<file path="src/rtl/int_ctrl_if.sv">
// Core-facing interrupt handshake and software register port of int_ctrl.
// master = core/CPU side (drives acks and register writes), slave = controller.
// Signals: irq/nmi requests, irq_ack/nmi_ack pulses, reg_we/reg_addr/reg_wdata/reg_rdata.
interface int_ctrl_if;
    logic       irq;
    logic       nmi;
    logic       irq_ack;
    logic       nmi_ack;
    logic       reg_we;
    logic [1:0] reg_addr;
    logic [7:0] reg_wdata;
    logic [7:0] reg_rdata;

    modport master (
        output irq_ack, nmi_ack, reg_we, reg_addr, reg_wdata,
        input  irq, nmi, reg_rdata
    );

    modport slave (
        input  irq_ack, nmi_ack, reg_we, reg_addr, reg_wdata,
        output irq, nmi, reg_rdata
    );
endinterface

</file>
<file path="src/rtl/int_ctrl.sv">
// Interrupt source controller: sync, pending latch, enable mask, lowest-index priority, IRQ/NMI requests.
// Latency: source high -> irq after 4 edges (2 sync + pend + FSM); nmi_in rise -> nmi after 3 edges.
// Backpressure: a request is held until the core acks; no new IRQ is raised until software writes EOI.
// Ports: clk, a_rst (async active-low), src_in[N_SRC], nmi_in, bus (int_ctrl_if.slave: irq/nmi/acks/register port).
module int_ctrl #(
    parameter int          N_SRC    = 8,
    parameter int          SRC_W    = 3,
    parameter logic [7:0]  EDGE_SRC = 8'h00
) (
    input  logic             clk,
    input  logic             a_rst,
    input  logic [N_SRC-1:0] src_in,
    input  logic             nmi_in,
    int_ctrl_if.slave        bus
);

    typedef enum logic [1:0] {
        IDLE    = 2'b00,
        REQ     = 2'b01,
        SERVICE = 2'b10,
        BAD     = 2'b11
    } state_t;

    state_t             state_q, state_d;
    logic [N_SRC-1:0]   src_s1, src_s2, src_s3;
    logic               nmi_s1, nmi_s2, nmi_s3;
    logic [N_SRC-1:0]   pend, pend_d, en, req;
    logic               nmi_pend;
    logic [SRC_W-1:0]   cause_id, win_id;
    logic               cause_valid;
    logic               irq_q;
    logic               take;
    logic               eoi;
    logic               pend_wr;
    logic               en_wr;
    logic [7:0]         rdata;

    // Two-flop synchronisers plus a third stage for rising-edge detection.
    always_ff @(posedge clk or negedge a_rst) begin
        if (!a_rst) begin
            src_s1 <= '0;
            src_s2 <= '0;
            src_s3 <= '0;
            nmi_s1 <= 1'b0;
            nmi_s2 <= 1'b0;
            nmi_s3 <= 1'b0;
        end else begin
            src_s1 <= src_in;
            src_s2 <= src_s1;
            src_s3 <= src_s2;
            nmi_s1 <= nmi_in;
            nmi_s2 <= nmi_s1;
            nmi_s3 <= nmi_s2;
        end
    end

    assign req     = pend & en;
    assign eoi     = bus.reg_we && (bus.reg_addr == 2'd3);
    assign pend_wr = bus.reg_we && (bus.reg_addr == 2'd1);
    assign en_wr   = bus.reg_we && (bus.reg_addr == 2'd0);

    // Lowest index wins: scan from the top so the last hit is the lowest.
    always_comb begin
        win_id = '0;
        for (int i = N_SRC - 1; i >= 0; i--) begin
            if (req[i]) win_id = SRC_W'(i);
        end
    end

    always_comb begin
        state_d = state_q;
        take    = 1'b0;
        case (state_q)
            IDLE: begin
                if (|req) state_d = REQ;
            end
            REQ: begin
                // A vanished request withdraws irq even if an ack lands in the same cycle.
                if (!(|req)) begin
                    state_d = IDLE;
                end else if (bus.irq_ack) begin
                    take    = 1'b1;
                    state_d = SERVICE;
                end
            end
            SERVICE: begin
                if (eoi) state_d = IDLE;
            end
            default: state_d = IDLE;
        endcase
    end

    // Edge bits: a new edge beats a simultaneous clear (software write-1 or ack of this bit).
    always_comb begin
        pend_d = pend;
        for (int i = 0; i < N_SRC; i++) begin
            if (EDGE_SRC[i]) begin
                pend_d[i] = (src_s2[i] & ~src_s3[i]) |
                            (pend[i] & ~((pend_wr & bus.reg_wdata[i]) |
                                         (take && (win_id == SRC_W'(i)))));
            end else begin
                pend_d[i] = src_s2[i];
            end
        end
    end

    always_ff @(posedge clk or negedge a_rst) begin
        if (!a_rst) begin
            state_q     <= IDLE;
            irq_q       <= 1'b0;
            pend        <= '0;
            en          <= '0;
            nmi_pend    <= 1'b0;
            cause_id    <= '0;
            cause_valid <= 1'b0;
        end else begin
            state_q  <= state_d;
            irq_q    <= (state_d == REQ);
            pend     <= pend_d;
            nmi_pend <= (nmi_s2 & ~nmi_s3) | (nmi_pend & ~bus.nmi_ack);
            if (en_wr) en <= bus.reg_wdata[N_SRC-1:0];
            if (take) begin
                cause_id    <= win_id;
                cause_valid <= 1'b1;
            end else if ((state_q == SERVICE) && eoi) begin
                cause_valid <= 1'b0;
            end
        end
    end

    always_comb begin
        rdata = '0;
        case (bus.reg_addr)
            2'd0: rdata[N_SRC-1:0] = en;
            2'd1: rdata[N_SRC-1:0] = pend;
            2'd2: begin
                rdata[7]         = cause_valid;
                rdata[SRC_W-1:0] = cause_id;
            end
            default: rdata = {4'b0000, irq_q, nmi_pend, state_q};
        endcase
    end

    assign bus.reg_rdata = rdata;
    assign bus.irq       = irq_q;
    assign bus.nmi       = nmi_pend;

endmodule

</file>
<file path="src/flat_wrapper.sv">
// flat-port wrapper written by rule: the top's interface ports become plain ports
module int_ctrl_flat 
#(
    parameter int          N_SRC    = 8,
    parameter int          SRC_W    = 3,
    parameter logic [7:0]  EDGE_SRC = 8'h00
)
  (clk, a_rst, src_in, nmi_in, bus_irq_ack, bus_nmi_ack, bus_reg_we, bus_reg_addr, bus_reg_wdata, bus_irq, bus_nmi, bus_reg_rdata);
  int_ctrl_if bus_i ();
  input  logic clk;
  input  logic a_rst;
  input  logic [N_SRC-1:0] src_in;
  input  logic nmi_in;
  input wire logic [$bits(bus_i.irq_ack)-1:0] bus_irq_ack;
  input wire logic [$bits(bus_i.nmi_ack)-1:0] bus_nmi_ack;
  input wire logic [$bits(bus_i.reg_we)-1:0] bus_reg_we;
  input wire logic [$bits(bus_i.reg_addr)-1:0] bus_reg_addr;
  input wire logic [$bits(bus_i.reg_wdata)-1:0] bus_reg_wdata;
  output wire logic [$bits(bus_i.irq)-1:0] bus_irq;
  output wire logic [$bits(bus_i.nmi)-1:0] bus_nmi;
  output wire logic [$bits(bus_i.reg_rdata)-1:0] bus_reg_rdata;
  assign bus_i.irq_ack = bus_irq_ack;
  assign bus_i.nmi_ack = bus_nmi_ack;
  assign bus_i.reg_we = bus_reg_we;
  assign bus_i.reg_addr = bus_reg_addr;
  assign bus_i.reg_wdata = bus_reg_wdata;
  assign bus_irq = bus_i.irq;
  assign bus_nmi = bus_i.nmi;
  assign bus_reg_rdata = bus_i.reg_rdata;
  int_ctrl #(.N_SRC(N_SRC), .SRC_W(SRC_W), .EDGE_SRC(EDGE_SRC)) u_core (.clk(clk), .a_rst(a_rst), .src_in(src_in), .nmi_in(nmi_in), .bus(bus_i));
endmodule
</file>
<file path="config.mk">
export PLATFORM = sky130hd
export DESIGN_NAME = int_ctrl_flat
export DESIGN_NICKNAME = d
export VERILOG_FILES = /design/src/rtl/int_ctrl_if.sv /design/src/rtl/int_ctrl.sv /design/src/flat_wrapper.sv
export SDC_FILE = /design/constraint.sdc
export NUM_CORES = 1
export LEC_CHECK = 0
export CORE_ASPECT_RATIO = 1.1
export CORE_MARGIN = 4
export CORE_UTILIZATION = 25
export DETAILED_ROUTE_END_ITERATION = 16
export PLACE_DENSITY = 0.46
export SLEW_MARGIN = 20
export SYNTH_ARGS = -nofsm -noshare
export SYNTH_HDL_FRONTEND = slang
export SYNTH_SLANG_ARGS = --single-unit
</file>
<file path="constraint.sdc">
create_clock -name clk -period 3.7 [get_ports clk]
set_input_delay 0.37 -clock clk [delete_from_list [all_inputs] [get_ports clk]]
set_output_delay 0.37 -clock clk [all_outputs]
set_load 0.005 [all_outputs]
</file>
==> results.md <==
- Hold Path Class: in2async
- Root buf cell: clkbuf_8
- Mapped Nets: 128
- Mapped cell area: 1597 um2
- Die X-Extent: 84.20 um
- Final period util: 74.26%
- Setup violators final: 0
- DP Worst Slack: roughly 920 ps
- First-pass GRT wire length: 5175 um
- CTS tree: built
- Ys Warns: 0
- H-Tree Depth: 2
- Post-layout min period: 2748 ps
- Crit end category: primary output
- Final Max Tran Viols: 0
- Post-Synthesis Cells: 104
- Num ports: 34
- Worst setup slack after layout: 952.3 ps
- Post-synthesis sequential element count: 43
- Max Clock Skew: 8.724 ps
- Crit-path max FO: 12
- Max_cap viols: 0
- Tot GR Track Use: 8.692%
- RR Endpoint: u_core.cause_id[2]$_DFFE_PN0P_
- Ys flop type: dfrtp_1
- FMAX: approximately 360 MHz
- Die ar.: roughly 7700 um2
- Clock share of power: 25.7%
- Filler cells: approximately 630
- Num CTS Buffers: 5
- Clk sink count: 43
- Sequential fraction of the synthesis area: 67.40%
- Worst R2R Start: u_core.en[2]$_DFFE_PN0P_
- Number of global-route vias before repair: 1068
- Final hold viol count: 0
- Largest cells by area after synthesis: dfrtp_1, mux2_2, mux2i_1
- Antenna-violating nets left: 0
- DIE HEIGHT: 91.82 um
- Crit path arrival time: 2380 ps
- Vias: around 1000
- Num rows: 30
- DR WL/cell: 14.02 um
- Psw: 0.0002994 W
- Max-slew headroom: 38.18%
- Power per cell area: 533.1 nW/um2
- FF-to-FF setup slack: 2110 ps
- Drt initial violations: 54
- Post-CTS setup buffer count: 0
- Crit Path Category: in2out
- Status: finished, final reports clean
- Unique masters post-synth: 27
- Async SR Flop Fraction: 100.0%
- Fin nets: 166
- Worst Tran Pin Value: 927.3 ps
- Grt ovf: 0
- IO buf count: 33
- Sequential power share: 53.1%
- Largest net degree at the start of global routing: 44
- Worst-skew pair later-pin latency: 290 ps
- Post-synth EDFFs: 0
- Reg2Reg Depth: 4
- Starting density of the core: 25.78%
- Ant diodes: 0
- Sw Share: 26.76%
- Reg clk slew, reported paths: 80 ps
- P_leak: 0.8721 nW
- Core area: 6193 um2
- RSZ-0062 raised after global routing: false
- CP required: 3330 ps
- DR vias/cell: 4.372
- Final core utilization: 33.88%
- Clock Path Buffers: 2
- P&R area growth vs syn: 31.43%
- Int Power: 0.0008192 W
- Synthesized area per cell: 15.35 um2
- HPWL after detailed placement: 2263 um
- Cell taking the most area after synthesis: dfrtp_1
- CP Launch Type: input port
- Count of cells resized by post-cts repair: 0
- GP Congestion: 0.7230
- Residual DRC count: 0
- DR pass1 iterations: 4
- Gate power share: about a fifth
- Max VDD drop: 236.1 uV
- Hold buffers post-CTS: 0
- Setup TNS: 0 ps
- Ratio of cells with drive above 1 in the final layout: a little under a fifth
- Top-area cell type share of the netlist area: between 60% and 70%
- Initial antenna violation count: 0
- Final WL: 3127 um
-- sequential cells by signal (all words and copies together) (netlist names) --
register and flops:
u_core.nmi_s1 1, u_core.nmi_s2 1, u_core.pend 8, u_core.en 8, u_core.pend_d 8, u_core.cause_valid 1
u_core.src_s1 8, u_core.bus.irq 1, u_core.cause_id 3, u_core.state_q 2, u_core.bus.nmi 1, u_core.nmi_s3 1
-- cell families after synthesis --
family	synth area share (%)
AO/OA/AOI/OAI	7.054
AND/OR/NAND/NOR	8.934
buffers and inverters	1.253
flip-flops	67.40
multiplexers	15.36
-- power by group through the flow --
stage | combinational [W] | clock [W] | sequential (W)
2_1_floorplan | 0.000137 | 0 | 0.000586
3_3_place_gp | 0.000236 | 0 | 0.000601
3_5_place_dp | 0.000240 | 0 | 0.000605
4_1_cts | 0.000243 | 0.000297 | 0.000595
5_1_grt | 0.000259 | 0.000315 | 0.000605
6_report | 0.000237 | 0.000287 | 0.000594
-- layout by cell type (no fill, tap or decap), drive strengths merged --
cell / count
dfrtp: 43
clkdlybuf4s50: 32
mux2: 11
nand2: 7
clkbuf: 6
mux2i: 5
nor2: 5
nand3: 4
a22o: 4
o21ai: 3
inv: 3
nor3b: 3
mux4: 3
nor3: 2
nor4: 1
a31o: 1
nand3b: 1
o22ai: 1
nand2b: 1
a31oi: 1
a32oi: 1
a22oi: 1
o211ai: 1
clkinv: 1
clkinvlp: 1
buf: 1
-- worst max-delay path: stages --
cell	delay (ps)
clkdlybuf4s50_1	880
mux4_1	660
clkdlybuf4s50_1	460
-- layer usage --
layer | up-vias | GRT usage [%] | wire length, um
li1 | 449 | - | -
met1 | 494 | 10.25 | 1331
met2 | 25 | 14.08 | 1582
met3 | 7 | 3.055 | 143
met4 | 0 | 4.155 | 68
met5 | - | 0 | 0
-- metrics by stage --
step                area (um2)  cells  total power, W  hold slack [ps]
floorplan                 1597    104       0.0007231            74.41
global placement          2013    215       0.0008362            331.9
detailed placement        2013    215       0.0008459            334.7
CTS                       2098    223        0.001136            244.5
global route              2098    223        0.001179            298.3
finish                    2098    223        0.001119            212.4
-- layout make-up --
class	instances	area, um2	share of cell area (%)
inverter	3	11.26	0.5367
tap	80	100.1	4.770
sequential	43	1076	51.28
clock inverter	2	12.51	0.5963
multi-input combinational	56	500.5	23.85
clock buffer	6	72.57	3.459
timing repair buffer	33	325.3	15.50
-- cells in the mapped netlist (2+ instances only) --
cell type / count
mux2i_1: 5
nand3_1: 4
mux4_2: 2
o21ai_0: 3
a22o_1: 2
dfrtp_1: 43
nor2_1: 5
inv_1: 3
nor3b_1: 2
a22o_4: 2
nand2_1: 7
mux2_2: 11
-- worst max path at each step --
stage,cells past startpoint,to,startpoint
final,3,bus_reg_rdata[2],bus_reg_addr[0]
after global placement,3,bus_reg_rdata[2],bus_reg_addr[0]
after detailed placement,3,bus_reg_rdata[2],bus_reg_addr[0]
after global routing,3,bus_reg_rdata[2],bus_reg_addr[0]
after floorplan,2,bus_reg_rdata[2],bus_reg_addr[0]
after CTS,3,bus_reg_rdata[2],bus_reg_addr[0]
Power figures use the tool's default switching activity.
==> edit: new RTL, config.mk and constraints unchanged <==
Make the reset (`a_rst`) synchronous in 2 clocked blocks. Comments in the files are not updated.
--- a/src/rtl/int_ctrl.sv
+++ b/src/rtl/int_ctrl.sv
@@ -38,3 +38,3 @@
     // Two-flop synchronisers plus a third stage for rising-edge detection.
-    always_ff @(posedge clk or negedge a_rst) begin
+    always_ff @(posedge clk) begin
         if (!a_rst) begin
@@ -106,3 +106,3 @@
 
-    always_ff @(posedge clk or negedge a_rst) begin
+    always_ff @(posedge clk) begin
         if (!a_rst) begin
Function: differs if a_rst is asserted again (counterexample within 4 cycles, from zero or initial values and one cycle with a_rst low); with a_rst held inactive, the same outputs for 10 cycles.
==> edit against the original RTL <==
Register-to-register slack worse by 100 ps. Routed wire length is 0.38% lower. Synthesized area is 0.31% higher. Highest routed layer unchanged. Cell count is 17% higher. Non-clock buffer count is 1 higher. Final area is 0.36% higher. First-iteration DRC count is 31% higher. Sequential cell count stayed put. Setup slack better by 67 ps.
Power is not compared: it rests on default switching activity, and its combinational part moved more than twofold at a synthesized area within 25%.
==> edit: results (changes against the original RTL) <==
- Status: finished, final reports clean (unchanged)
- Max Clock Skew: 4.544 ps (was 8.724 ps)
- DRT iter0 DRCs: 71 (was 54)
- Drt wl/cell: 11.89 um (was 14.02 um)
- Via/cell ratio: 4.214 (was 4.372)
- Hold Path Class: reg2reg (was in2async)
- Top post-synthesis cells by area: dfxtp_1 54%, and2_1 11%, mux2i_1 8.1% (was dfrtp_1 67%, mux2_2 7.8%, mux2i_1 3.1%)
- Share of layout cells above drive strength 1: 0.1044 (was 0.1888)
- Routability Congestion: 0.6846 (was 0.7230)
- Sequential area share after synthesis: 0.5375 (was 0.6740)
- Placed insts: 254 (was 215)
- Worst slack, placed: 981.8 ps (was 920.5 ps)
- Slowest stage delay, CP: 850 ps (was 880 ps)
- Fraction of registers with async set/reset: 0 (was 1.000)
- Placed Area: 0.002012 sq mm (was 0.002013 sq mm)
- Synth-to-Final Area Change: 31.48% (was 31.43%)
- Post-Route WL: 3115 um (was 3127 um)
- Vias in the first global route: 1185 (was 1068)
- Post-synthesis cell type count: 31 (was 27)
- Final #Nets: 205 (was 166)
- GR Util All Layers: 0.08832 (was 0.08692)
- Filler Cell Count: 664 (was 631)
- Largest net degree at the start of global routing: 45 (was 44)
- Top cells by count, synth: 43 x dfxtp_1, 28 x and2_1, 13 x mux2i_1, 8 x nand2_1, 8 x nor2b_1 (was 43 x dfrtp_1, 11 x mux2_2, 7 x nand2_1, 5 x mux2i_1, 5 x nor2_1)
- First-pass GRT wire length: 5457 um (was 5175 um)
- Syn Inst Count: 147 (was 104)
==> edit: changes by cell type after synthesis, moves of 4 or more <==
cell,before,now
dfxtp_1,0,43
mux2_2,11,0
nor2b_1,0,8
dfrtp_1,43,0
mux2i_1,5,13
clkbuf_1,1,5
and2_1,0,28
==> edit: metal layers <==
layer / share of wire / up-vias / global-route usage
li1: - / 570 / -
met3: 0.068 / 7 / 0.03055
met4: 0.014 / 0 / 0.03619
met1: 0.47 / 493 / 0.1055
met5: 0 / - / 0
met2: 0.45 / 34 / 0.1441
==> edit: logic make-up after synthesis <==
| kind of cell | after synthesis | share of synthesized area |
|---|---|---|
| DFF | 43 | 0.5375 |
| AOI/OAI and AO/OA | 19 | 0.09063 |
| buffers and inverters | 10 | 0.02421 |
| muxes | 16 | 0.1258 |
| and+or+nand+nor | 59 | 0.2219 |
==> edit: path summary, 6_finish.rpt <==
| path | start | to | slack, ps | depth (start not counted) |
|---|---|---|---|---|
| setup / recovery | bus_reg_addr[0] | bus_reg_rdata[1] | 1020 | 3 |
| hold reg to reg | u_core.pend_d[1] | u_core.pend[1] | 440 | 1 |
| hold / removal | u_core.pend_d[1] | u_core.pend[1] | 440 | 1 |
| setup reg to reg | u_core.pend[1] | u_core.cause_id[1] | 2010 | 4 |
==> edit: final cells by class <==
| cell class | count | share of cell area |
|---|---|---|
| clock inverters | 2 | 0.007724 |
| inverters | 3 | 0.005348 |
| repair buffers | 34 | 0.1581 |
| well taps | 80 | 0.04753 |
| clock buffers | 6 | 0.03922 |
| multi-input cells | 94 | 0.3333 |
| flip-flops and latches | 43 | 0.4088 |
